[src/rtl/adder_rr_scheduler_if.sv]
// Requester and result channel bundle for the shared-adder scheduler.
// The master side is the client/sink population; the slave side is the scheduler.
interface adder_rr_scheduler_if #(
  parameter int unsigned N = 16,
  parameter int unsigned R = 4
);
  localparam int unsigned IDW = $clog2(R);

  logic [R-1:0]   req_valid;
  logic [R-1:0]   req_ready;
  logic [R*N-1:0] req_a;
  logic [R*N-1:0] req_b;
  logic           res_valid;
  logic           res_ready;
  logic [N-1:0]   res_sum;
  logic           res_cout;
  logic [IDW-1:0] res_id;
  logic [15:0]    busy_cnt;

  modport master (
    output req_valid, req_a, req_b, res_ready,
    input  req_ready, res_valid, res_sum, res_cout, res_id, busy_cnt
  );

  modport slave (
    input  req_valid, req_a, req_b, res_ready,
    output req_ready, res_valid, res_sum, res_cout, res_id, busy_cnt
  );
endinterface

[src/rtl/adder_rr_scheduler.sv]
// Round-robin scheduler sharing one Kogge-Stone adder among R requesters,
// with a one-deep registered result stage on a valid/ready channel.
module adder_rr_scheduler #(
  parameter int unsigned N = 16,
  parameter int unsigned R = 4
) (
  input  logic                 clk,
  input  logic                 rst_n,
  adder_rr_scheduler_if.slave  bus
);
  localparam int unsigned IDW = $clog2(R);
  localparam int unsigned CW  = 16;
  localparam int unsigned LVL = $clog2(N);

  typedef enum logic {ST_EMPTY = 1'b0, ST_FULL = 1'b1} state_t;

  state_t         r_state;
  state_t         w_state_nxt;
  logic [IDW-1:0] r_ptr;
  logic [IDW-1:0] r_id;
  logic [N-1:0]   r_sum;
  logic           r_cout;
  logic [CW-1:0]  r_busy;

  logic [IDW-1:0] w_scan;
  logic [IDW-1:0] w_gnt_idx;
  logic [IDW-1:0] w_sel;
  logic [IDW-1:0] w_ptr_nxt;
  logic           w_found;
  logic           w_accept_en;
  logic           w_fire;
  logic [N-1:0]   w_req_a [R];
  logic [N-1:0]   w_req_b [R];
  logic [N-1:0]   w_op_a;
  logic [N-1:0]   w_op_b;
  logic [N-1:0]   w_sum;
  logic           w_cout;
  logic [N-1:0]   w_g [LVL+1];
  logic [N-1:0]   w_p [LVL];

  for (genvar g = 0; g < R; g++) begin : g_unpack
    assign w_req_a[g] = bus.req_a[g*N +: N];
    assign w_req_b[g] = bus.req_b[g*N +: N];
  end

  assign w_accept_en = (r_state == ST_EMPTY) | bus.res_ready;

  // Circular search for the first valid requester starting at r_ptr.
  always_comb begin : arb
    w_found   = 1'b0;
    w_gnt_idx = r_ptr;
    w_scan    = r_ptr;
    for (int k = 0; k < int'(R); k++) begin
      w_scan = IDW'((int'(r_ptr) + k) % int'(R));
      if (!w_found && bus.req_valid[w_scan]) begin
        w_found   = 1'b1;
        w_gnt_idx = w_scan;
      end
    end
  end

  assign w_fire        = w_found & w_accept_en;
  assign bus.req_ready = (rst_n && w_fire) ? (R'(1) << w_gnt_idx) : '0;
  assign w_sel         = w_found ? w_gnt_idx : r_ptr;
  assign w_op_a        = w_req_a[w_sel];
  assign w_op_b        = w_req_b[w_sel];
  assign w_ptr_nxt     = (w_gnt_idx == IDW'(R - 1)) ? '0 : w_gnt_idx + 1'b1;

  // Kogge-Stone prefix adder: log2(N) generate/propagate combine levels.
  assign w_g[0] = w_op_a & w_op_b;
  assign w_p[0] = w_op_a ^ w_op_b;
  for (genvar s = 0; s < LVL; s++) begin : g_ks
    assign w_g[s+1] = w_g[s] | (w_p[s] & (w_g[s] << (1 << s)));
    if (s + 1 < LVL) begin : g_prop
      assign w_p[s+1] = w_p[s] & (w_p[s] << (1 << s));
    end
  end
  assign w_sum  = w_p[0] ^ {w_g[LVL][N-2:0], 1'b0};
  assign w_cout = w_g[LVL][N-1];

  always_comb begin : fsm_nxt
    w_state_nxt = r_state;
    case (r_state)
      ST_EMPTY: if (w_fire) w_state_nxt = ST_FULL;
      ST_FULL: begin
        if (w_fire)             w_state_nxt = ST_FULL;
        else if (bus.res_ready) w_state_nxt = ST_EMPTY;
      end
      default: w_state_nxt = ST_EMPTY;
    endcase
  end

  always_ff @(posedge clk) begin : regs
    if (!rst_n) begin
      r_state <= ST_EMPTY;
      r_ptr   <= '0;
      r_id    <= '0;
      r_sum   <= '0;
      r_cout  <= 1'b0;
      r_busy  <= '0;
    end else begin
      r_state <= w_state_nxt;
      if (w_fire) begin
        r_sum  <= w_sum;
        r_cout <= w_cout;
        r_id   <= w_gnt_idx;
        r_ptr  <= w_ptr_nxt;
      end
      // Stall monitor saturates rather than wrapping.
      if ((r_state == ST_FULL) && !bus.res_ready && (r_busy != '1)) begin
        r_busy <= r_busy + 1'b1;
      end
    end
  end

  assign bus.res_valid = (r_state == ST_FULL);
  assign bus.res_sum   = r_sum;
  assign bus.res_cout  = r_cout;
  assign bus.res_id    = r_id;
  assign bus.busy_cnt  = r_busy;
endmodule
[src/flat_wrapper.sv]
// flat-port wrapper written by rule: the top's interface ports become plain ports
module adder_rr_scheduler_flat 
#(
  parameter int unsigned N = 16,
  parameter int unsigned R = 4
)
  (clk, rst_n, bus_req_valid, bus_req_a, bus_req_b, bus_res_ready, bus_req_ready, bus_res_valid, bus_res_sum, bus_res_cout, bus_res_id, bus_busy_cnt);
  adder_rr_scheduler_if #(.N(N), .R(R)) bus_i ();
  input  logic clk;
  input  logic rst_n;
  input wire logic [$bits(bus_i.req_valid)-1:0] bus_req_valid;
  input wire logic [$bits(bus_i.req_a)-1:0] bus_req_a;
  input wire logic [$bits(bus_i.req_b)-1:0] bus_req_b;
  input wire logic [$bits(bus_i.res_ready)-1:0] bus_res_ready;
  output wire logic [$bits(bus_i.req_ready)-1:0] bus_req_ready;
  output wire logic [$bits(bus_i.res_valid)-1:0] bus_res_valid;
  output wire logic [$bits(bus_i.res_sum)-1:0] bus_res_sum;
  output wire logic [$bits(bus_i.res_cout)-1:0] bus_res_cout;
  output wire logic [$bits(bus_i.res_id)-1:0] bus_res_id;
  output wire logic [$bits(bus_i.busy_cnt)-1:0] bus_busy_cnt;
  assign bus_i.req_valid = bus_req_valid;
  assign bus_i.req_a = bus_req_a;
  assign bus_i.req_b = bus_req_b;
  assign bus_i.res_ready = bus_res_ready;
  assign bus_req_ready = bus_i.req_ready;
  assign bus_res_valid = bus_i.res_valid;
  assign bus_res_sum = bus_i.res_sum;
  assign bus_res_cout = bus_i.res_cout;
  assign bus_res_id = bus_i.res_id;
  assign bus_busy_cnt = bus_i.busy_cnt;
  adder_rr_scheduler #(.N(N), .R(R)) u_core (.clk(clk), .rst_n(rst_n), .bus(bus_i));
endmodule
[config.mk]
export PLATFORM = sky130hd
export DESIGN_NAME = adder_rr_scheduler_flat
export DESIGN_NICKNAME = d
export VERILOG_FILES = /design/src/rtl/adder_rr_scheduler_if.sv /design/src/rtl/adder_rr_scheduler.sv /design/src/flat_wrapper.sv
export SDC_FILE = /design/constraint.sdc
export NUM_CORES = 1
export LEC_CHECK = 0
export BUFFER_PORTS_ARGS = -buffer_cell sky130_fd_sc_hd__buf_4
export CORE_MARGIN = 2
export CORE_UTILIZATION = 51
export CTS_CLUSTER_DIAMETER = 150
export DETAILED_ROUTE_END_ITERATION = 8
export PLACE_DENSITY = 0.95
export SETUP_SLACK_MARGIN = 0.15
export SLEW_MARGIN = 0
export SYNTH_ARGS = -nofsm -noshare
export SYNTH_HDL_FRONTEND = slang
export SYNTH_SLANG_ARGS = --single-unit
[constraint.sdc]
create_clock -name clk -period 10.1 [get_ports clk]
set_input_delay 1.01 -clock clk [delete_from_list [all_inputs] [get_ports clk]]
set_output_delay 1.01 -clock clk [all_outputs]
set_load 0.1 [all_outputs]
==> impl_metrics.toml, run 1 <==
[setup_path]
worstSetupPathType = "in -> reg"
rr_worst_depth = 16
worst_setup_path_end_kind = "flip-flop"
startpoint_type = "input port"
cp.depth = 17
cpMostUsedCell = "buf_4"
path_cells = "buf_4, nor2b_1, a221o_1, o22ai_4, buf_4, inv_2, nand2_1, and3_1, a31oi_1, ha_1, fa_1, a21oi_1, o211a_1, nor2_1, a311oi_1, xor2_1, o21ai_0"
crit_buf_inv = 3
cp_max_fo = 68
crit_required_ns = 10.28
max_stage_delay_ns = 0.56
critPathSlowestCell = "inv_2"
arrival_ns = 5.16
cpLargestDelayFamily = "compound AO/OA/AOI/OAI gates"
r2r_slack_ns = 5.49

[cells_and_area]
finalNetCount = 826
areaGrowthSynthToFinish_pct = 41.32
ff_latch_area_um2 = 760.7
multi_input_area_um2 = 2562
fin_util_pct = 73.65
diodes = 0
fillers = 565
drive_gt1_share_pct = 28.66

[global_routing]
gr-total-overflow = 0
grt_pass1_vias = 3935
antenna_found_initial = 0
grt_util_all_layers_pct = 28.97
grt_pass1_wl_mm = 17.58
grt_max_degree = 69

[floorplanning]
die_x_um = 86.63
num_io_pins = 175
dieArea_um2 = 7505
chipHeight_um = 86.63
core_area_um2 = 6681
rows = 30
start_util_pct = 52.12

[run]
maxCapViolCount = 0

[power_and_ir_drop]
comb_power_share_pct = 68.4
pwr_density_cell_nw_per_um2 = 231.3
switchingPower_w = 0.0005959
p_leak_nw = 2.425
clkPwrFrac_pct = 14.1
p_sw_share_pct = 52.35
internal_power_w = 0.0005423
ir_drop_v = 0.00009555
seq_power_share_pct = 17.6

[placement]
dpl.hpwl_mm = 8.767
port-buffer-count = 174
gp_congestion = 0.9777
pre_cts_slack_ns = 4.895

[sta]
final_max_slew_viol_count = 0
setup_tns_ns = 0
skew_ns = 0.008616
rsz0062_at_grt = "no"
fmax_mhz = 200.8
fin_crit_ns = 4.981
whs_ns = 0.4611
slew_headroom_pct = 35.05
finalCritPeriodShare_pct = 49.32
timing.final.ws_setup_ns = 5.119
worst_pin_slew_ns = 0.9732
setup_viol = 0
finalHoldViolCount = 0

[logic_synthesis]
synthFlopType = "dfxtp_1"
async_flop_share_pct = 0
yosysUniqueCellTypes = 47
yosys_warnings = 0
synth_cells = 517
synth_fp_nets = 674
syn_area_per_cell_um2 = 6.735
synth_seq_cells = 38
synth_area_um2 = 3482
synth_edf_count = 0
yosysSeqAreaShare_pct = 21.85

[clock_network]
post_cts_resized = 0
root_buffer = "clkbuf_8"
cts_tree = "yes"
insertion_delay_ns = 0.30
clock_sink_count = 38
cts_hold_buf = 0
htree_levels = 2
cts_setup_buffers = 0
clk_pin_slew_ns = 0.07
cts_buffers = 5
ctsLongestPathBuffers = 2

[routing]
drc = 0
final_antenna_net_count = 0
drt_first_pass_iters = 5
vias = 4331
post_drt_wl_per_cell_um = 15.03
viasPerCell = 5.775
drt_iter0_drc = 257
drt_wl_total_mm = 11.28

[outcome]
outcome = "finished clean"

[worst_hold_path]
min_delay_path_depth = 2
min_path_type = "reg -> reg"
-- stage by stage --
| step | instance area [um2] | std cells | power, W |
|---|---|---|---|
| 6_report | 4921 | 750 | 0.001138 |
| 3_5_place_dp | 4778 | 742 | 0.0009667 |
| 5_1_grt | 4921 | 750 | 0.001210 |
| 2_1_floorplan | 3482 | 517 | 0.0007873 |
| 4_1_cts | 4921 | 750 | 0.001133 |
| 3_3_place_gp | 4778 | 742 | 0.0009499 |
-- kinds of logic after synthesis --
| logic type | Yosys count | share of synthesized area (%) |
|---|---|---|
| AND/OR/NAND/NOR | 289 | 38.81 |
| multiplexers | 1 | 0.2875 |
| flip-flops | 38 | 21.85 |
| buffers and inverters | 39 | 4.851 |
| XOR/XNOR | 18 | 4.527 |
| AO/OA/AOI/OAI | 110 | 21.56 |
| adder cells (fa/ha/maj) | 22 | 8.121 |
-- layout by cell type (no fill, tap or decap), drive strengths merged, types with 3 or more instances in the layout --
| master | n |
|---|---|
| nor4 | 3 |
| a211oi | 4 |
| nand2b | 3 |
| a31oi | 34 |
| inv | 7 |
| nor2 | 19 |
| and3 | 39 |
| and2 | 19 |
| ha | 21 |
| a21oi | 14 |
| nand3 | 16 |
| o31ai | 5 |
| o211ai | 3 |
| buf | 177 |
| clkbuf | 6 |
| xor2 | 7 |
| o21ai | 19 |
| nand4 | 10 |
| dfxtp | 38 |
| o211a | 3 |
| nand2 | 157 |
| nor2b | 6 |
| a21boi | 9 |
| nor3 | 4 |
| xnor2 | 11 |
| o2111ai | 3 |
| a21o | 5 |
| or3 | 6 |
-- metal layers --
layer	part of all wire [%]	GRT usage, %	vias up
met1	40	33.80	1962
met3	7.9	6.571	31
met4	2.8	11.51	0
li1	-	-	2128
met2	50	51.12	210
met5	0	0	-
-- Yosys cell counts, types with 2 or more instances --
master     count  share of area (%)
and2_1        19                3.4
or3_1          6                1.1
a31oi_1       34                6.1
a211oi_1       4               0.86
dfxtp_1       38                 22
xnor2_1       11                2.8
nand3b_1       2               0.43
o31ai_1        5                1.1
a21boi_0       8                1.7
buf_2         12                1.7
a21o_1         5                1.1
nor4_1         3               0.54
a21oi_1       14                2.0
inv_1          7               0.75
xor2_1         7                1.8
or2_2          2               0.36
ha_1          21                7.5
nand3_1       16                2.3
clkbuf_1      17                1.8
nand2b_1       3               0.54
o211ai_1       3               0.65
and3_1        39                7.0
nor2_1        19                2.0
buf_4          2               0.43
nor3_1         4               0.57
a311oi_1       2               0.50
o21ai_0       19                2.7
nand4_1       10                1.8
nand2_1      157                 17
o2111ai_1      3               0.75
and4_1         2               0.50
nor2b_1        6                1.1
o211a_1        3               0.86
-- cell type report --
type	instances	area share, %
inverter	7	0.5339
tap	80	2.034
timing repair buffer	177	27.00
clock buffer	6	1.678
multi-input combinational	440	52.07
sequential	38	15.46
clock inverter	2	1.220
-- flip-flops by register name, summed over array words and instances (netlist names) --
register / count
u_core.bus.busy_cnt: 16
u_core.bus.res_cout: 1
u_core.bus.res_id: 2
u_core.bus.res_sum: 16
u_core.bus.res_valid: 1
u_core.r_ptr: 2
-- power groups by stage --
stage | Combinational [W] | Sequential, W | Clock (W)
after global routing | 0.000837 | 0.000202 | 0.000170
after CTS | 0.000771 | 0.000200 | 0.000162
after global placement | 0.000747 | 0.000203 | 0
after detailed placement | 0.000763 | 0.000203 | 0
final | 0.000778 | 0.000200 | 0.000160
after floorplan | 0.000386 | 0.000402 | 0
-- worst reg2reg max path, cell delays in order (launching register included) --
cell,delay [ns]
dfxtp_1,0.47
nor2_1,0.10
a221o_1,0.34
o22ai_4,0.16
buf_4,0.53
inv_2,0.61
nand2_1,0.21
and3_1,0.17
a31oi_1,0.04
ha_1,0.31
fa_1,0.44
a21oi_1,0.21
o211a_1,0.23
nor2_1,0.07
a311oi_1,0.35
xor2_1,0.18
o21ai_0,0.08
-- worst paths after layout --
path                                            start                     end
worst max-delay path                 bus_req_valid[2]  u_core.bus.res_sum[10]
worst min-delay path            u_core.bus.res_sum[9]   u_core.bus.res_sum[9]
worst max register to register        u_core.r_ptr[1]  u_core.bus.res_sum[10]
worst min register to register  u_core.bus.res_sum[9]   u_core.bus.res_sum[9]
Power figures use the tool's default switching activity.
==> run 2, diff against run 1 <==
Settings changed: CORE_UTILIZATION 51 to 42, PLACE_DENSITY 0.95 to 0.86.
Clock period 10.1 ns to 4.2 ns, I/O delays scaled along.
==> run 2 against run 1 <==
Effect of this change: register-to-register slack lost 5.0 ns; utilization shrank 13 points; clock power grew 89%; sequential share of layout area shrank 0.12 points; first-iteration DRC count shrank 3.1%; combinational power grew 140%; critical path depth shrank 2; wire length shrank 0.74%; clock skew shrank 0.0014 ns; critical endpoint is now u_core.bus.res_cout; largest cell class unchanged; highest routed layer unchanged.
==> impl_metrics.toml, run 2 (synthesis results as in run 1) <==
[outcome]
outcome = "finished clean"

[cells_and_area]
mostFrequentLayoutCells = "180 x buf_4, 157 x nand2_1, 39 x and3_1, 38 x dfxtp_1, 34 x a31oi_1"
fin_util_pct = 60.99
fillers = 737
areaGrowthSynthToFinish_pct = 42.47
final_common_cell = "buf_4"
ff_latch_area_um2 = 760.7
fin_cells = 779
finalNetCount = 830
drive_gt1_share_pct = 28.93
diodes = 0
multi_input_area_um2 = 2567

[setup_path]
cp_max_fo = 67
startpoint_type = "flip-flop"
max_stage_delay_ns = 0.47
path_cells = "nor2_1, a221o_1, o22ai_4, buf_8, nand2_1, and3_1, a31oi_1, ha_1, fa_1, a21oi_1, o211a_1, or3_1, nand2_1, o2111ai_1, a31oi_1"
critPathSlowestCell = "dfxtp_1"
worstSetupPathType = "reg -> reg"
worst_setup_path_end_kind = "flip-flop"
arrival_ns = 3.97
crit_required_ns = 4.41

[clock_network]
htree_levels = 2
clk_pin_slew_ns = 0.07
clock_sink_count = 38
cts_buffers = 5
root_buffer = "clkbuf_8"
cts_tree = "yes"
insertion_delay_ns = 0.29
ctsLongestPathBuffers = 2

[sta]
final_max_slew_viol_count = 0
setup_tns_ns = 0
finalCritPeriodShare_pct = 89.37
timing.final.ws_setup_ns = 0.4465
finalHoldViolCount = 0
worst_pin_slew_ns = 0.6606
fin_crit_ns = 3.753
slew_headroom_pct = 55.91
rsz0062_at_grt = "no"
fmax_mhz = 266.4
skew_ns = 0.007260
setup_viol = 0

[routing]
drc = 0
drt_iter0_drc = 249
viasPerCell = 5.564
vias = 4334
drt_wl_total_mm = 11.19
final_antenna_net_count = 0
drt_first_pass_iters = 4
post_drt_wl_per_cell_um = 14.37

[placement]
pre_cts_slack_ns = 0.2297
dpl.hpwl_mm = 8.920
gp_congestion = 0.9096
place_inst = 771
port-buffer-count = 174

[floorplanning]
rows = 33
start_util_pct = 42.81
die_x_um = 95.06
num_io_pins = 175
chipHeight_um = 95.06
dieArea_um2 = 9035
core_area_um2 = 8134

[power_and_ir_drop]
ir_drop_v = 0.0001946
pwr_density_cell_nw_per_um2 = 537.1
p_leak_nw = 2.429
power_w = 0.002665

[global_routing]
grt_max_degree = 68
antenna_found_initial = 0
gr-total-overflow = 0
grt_pass1_vias = 3976
grt_pass1_wl_mm = 17.48
grt_util_all_layers_pct = 23.85

[run]
maxCapViolCount = 0

[worst_hold_path]
min_path_type = "reg -> reg"
==> run 2: critical path: cells and delay by family (launching register included) <==
family | cells | cell delay, ns
AOI/OAI and AO/OA | 7 | 1.41
DFF | 1 | 0.47
buffers and inverters | 1 | 0.34
adders and majority gates | 2 | 0.55
and+or+nand+nor | 5 | 0.88
==> run 2: layer usage <==
layer | global-route usage [%] | wire length, um | up-vias | part of all wire [%]
li1 | - | - | 2143 | -
met1 | 29.65 | 4729 | 1998 | 42
met2 | 43.09 | 5556 | 176 | 50
met3 | 4.032 | 734 | 17 | 6.6
met4 | 5.193 | 171 | 0 | 1.5
met5 | 0 | 0 | - | 0
==> run 2: worst paths after layout <==
path	slack, ns	depth (start not counted)	startpoint	end
setup / recovery	0.45	15	u_core.r_ptr[1]	u_core.bus.res_cout
hold / removal	0.47	2	u_core.bus.res_id[0]	u_core.bus.res_id[0]
setup reg to reg	0.45	15	u_core.r_ptr[1]	u_core.bus.res_cout
hold reg to reg	0.47	2	u_core.bus.res_id[0]	u_core.bus.res_id[0]
==> run 2: layout make-up <==
| cell class | count | area share [%] |
|---|---|---|
| repair buffers | 181 | 27.54 |
| inverters | 7 | 0.5801 |
| well taps | 105 | 2.648 |
| multi-input cells | 440 | 51.75 |
| clock inverters | 1 | 0.6053 |
| clock buffers | 7 | 1.538 |
| flip-flops and latches | 38 | 15.33 |
==> run 2: stage by stage <==
| stage | instance area (um2) | hold WS (ns) |
|---|---|---|
| after global routing | 4961 | 0.4840 |
| after detailed placement | 4840 | 0.4620 |
| final | 4961 | 0.4670 |
| after floorplan | 3482 | 0.5047 |
| after CTS | 4946 | 0.4724 |
| after global placement | 4840 | 0.4545 |
==> run 2: timing repair <==
| item | CTS | global route |
|---|---|---|
| hold buffers | 0 | 0 |
| gates resized for setup | 0 | 6 |
| endpoints found under the setup margin | 0 | 9 |
| setup buffers | 0 | 0 |
==> run 2: power breakdown <==
part | total (W) | switching [W] | internal, W | leakage [nW]
clock | 0.000302 | 0.000124 | 0.000178 | 0.0524
sequential | 0.000484 | 0.0000492 | 0.000435 | 0.312
combinational | 0.00188 | 0.00125 | 0.000629 | 2.07
total | 0.00266 | 0.00142 | 0.00124 | 2.43
==> run 3, diff against run 2 <==
Settings changed: ABC_AREA from default to 1, CORE_UTILIZATION 42 to 50, GPL_TIMING_DRIVEN from default to 0, PLACE_DENSITY 0.86 to 0.91.
Clock period 4.2 ns to 3.9 ns, I/O delays scaled along.
==> run 3 against run 2 <==
Effect of this change: synthesized cell count grew 52%; utilization grew 12 points; global-route usage grew 5.0 points; critical path type unchanged; critical endpoint is now u_core.bus.res_sum[10]; highest routed layer unchanged.
==> impl_metrics.toml, run 3 <==
[outcome]
outcome = "finished clean"

[logic_synthesis]
yosys_warnings = 0
synth_edf_count = 0
synth_seq_cells = 38
synth_area_leader_cell = "nand2_1"
synth_cells = 788
netlist_top_cells_count = "273 x nand2_1, 139 x inv_1, 88 x nand3_1"
async_flop_share_pct = 0
synth_top_area_share_pct = 23.80
synth_area_um2 = 4305
synthFlopType = "dfxtp_1"
synth_most_common_cell = "nand2_1"
syn_area_per_cell_um2 = 5.464
yosysUniqueCellTypes = 32
synth_area_leaders = "nand2_1 24%, dfxtp_1 18%, inv_1 12%"
synth_fp_nets = 945
yosysSeqAreaShare_pct = 17.67

[sta]
skew_ns = 0.007816
worst_pin_slew_ns = 0.5668
setup_tns_ns = 0
finalCritPeriodShare_pct = 89.68
setup_viol = 0
rsz0062_at_grt = "no"
fin_crit_ns = 3.497
final_max_slew_viol_count = 0
whs_ns = 0.4826
finalHoldViolCount = 0
slew_headroom_pct = 61.86
fmax_mhz = 285.9

[clock_network]
clock_sink_count = 38
cts_tree = "yes"
clk_pin_slew_ns = 0.08
root_buffer = "clkbuf_8"
insertion_delay_ns = 0.29
ctsLongestPathBuffers = 2
cts_buffers = 5
cts_hold_buf = 0
htree_levels = 2

[routing]
drt_first_pass_iters = 7
final_antenna_net_count = 0
drc = 0
vias = 5585
drt_iter0_drc = 309
post_drt_wl_per_cell_um = 12.91
drt_wl_total_mm = 13.98
viasPerCell = 5.157

[setup_path]
worstSetupPathType = "reg -> reg"
startpoint_type = "flip-flop"
cp_max_fo = 10
crit_required_ns = 4.08
arrival_ns = 3.68
worst_setup_path_end_kind = "flip-flop"

[floorplanning]
num_io_pins = 175
rows = 33
die_x_um = 96.80
core_area_um2 = 8299
dieArea_um2 = 9369
start_util_pct = 51.88
chipHeight_um = 96.80

[cells_and_area]
drive_gt1_share_pct = 25.26
finalNetCount = 1134
final_common_cell = "nand2_1"
ff_latch_area_um2 = 764.5
multi_input_area_um2 = 2905
fillers = 709
areaGrowthSynthToFinish_pct = 40.63
mostFrequentLayoutCells = "268 x nand2_1, 187 x buf_4, 139 x inv_1, 85 x nand3_1, 48 x nor2_1"
diodes = 0

[global_routing]
grt_max_degree = 13
grt_pass1_wl_mm = 22.91
grt_util_all_layers_pct = 28.89
gr-total-overflow = 0
antenna_found_initial = 0
grt_pass1_vias = 5077

[worst_hold_path]
min_path_type = "reg -> reg"

[placement]
dpl.hpwl_mm = 11.15
gp_congestion = 0.9445
port-buffer-count = 174

[run]
maxCapViolCount = 0
==> run 3: logic make-up after synthesis <==
family	synth area share [%]
and+or+nand+nor	46.50
buffers and inverters	16.97
AOI/OAI and AO/OA	9.445
DFF	17.67
adders and majority gates	6.568
xor gates and xnor gates	2.848
==> run 3: timing repair <==
action / 4_1_cts / 5_1_grt
pin swaps: 0 / 7
gates resized for setup: 7 / 40
cloned: 0 / 0
setup buffers: 0 / 8
endpoints found under the setup margin: 1 / 8
==> run 3: through the flow <==
step / util, % / cells / instance area (um2) / worst slack [ns]
after detailed placement: 69.20 / 1067 / 5743 / 0.05578
after floorplan: - / 788 / 4305 / 0.5116
after CTS: 70.53 / 1075 / 5853 / 0.1632
final: 72.95 / 1083 / 6055 / 0.4026
after global placement: 69.20 / 1067 / 5743 / 0.09782
after global routing: 72.95 / 1083 / 6055 / 0.1282
==> run 3: worst max-delay path: stages (launching register included) <==
cell,delay [ns]
dfxtp_1,0.31
buf_4,0.17
inv_6,0.09
nand2_1,0.07
nand2_2,0.10
nand2_1,0.09
nand2_2,0.13
nand4_4,0.18
buf_4,0.21
nand2_4,0.08
nand2_4,0.11
buf_4,0.21
nand3_1,0.07
nand2_1,0.06
ha_2,0.20
fa_2,0.35
nand3_1,0.11
nand3_2,0.10
nand3_1,0.10
nand2_2,0.09
nand2_1,0.07
nand2_1,0.07
or2_2,0.28
a21oi_2,0.12
nor2_1,0.04
==> run 3: routing by layer <==
| metal | up-vias | GRT usage, % | share of wire (%) |
|---|---|---|---|
| met5 | - | 0 | 0 |
| met4 | 0 | 9.534 | 2.7 |
| met3 | 33 | 4.769 | 8.5 |
| met2 | 265 | 50.00 | 48 |
| met1 | 2441 | 36.43 | 41 |
| li1 | 2846 | - | - |
==> run 3: final cells by class <==
cell class,instances,share of cell area (%)
timing repair buffer,182,22.57
clock inverter,2,0.2067
sequential,38,12.63
clock buffer,6,1.364
buffer,32,3.968
inverter,145,9.113
tap,105,2.170
multi-input combinational,573,47.99
==> run 3: path summary, 6_finish.rpt <==
| check | start | end | slack [ns] | cells past startpoint |
|---|---|---|---|---|
| worst max-delay path | u_core.r_ptr[1] | u_core.bus.res_sum[10] | 0.40 | 24 |
| worst max register to register | u_core.r_ptr[1] | u_core.bus.res_sum[10] | 0.40 | 24 |
| worst min-delay path | u_core.bus.busy_cnt[4] | u_core.bus.busy_cnt[4] | 0.48 | 2 |
| worst min register to register | u_core.bus.busy_cnt[4] | u_core.bus.busy_cnt[4] | 0.48 | 2 |
Power of run 3 is left out: the tool's default activity adds up to more than one toggle a clock period on the data nets, which glitch-free logic cannot reach.
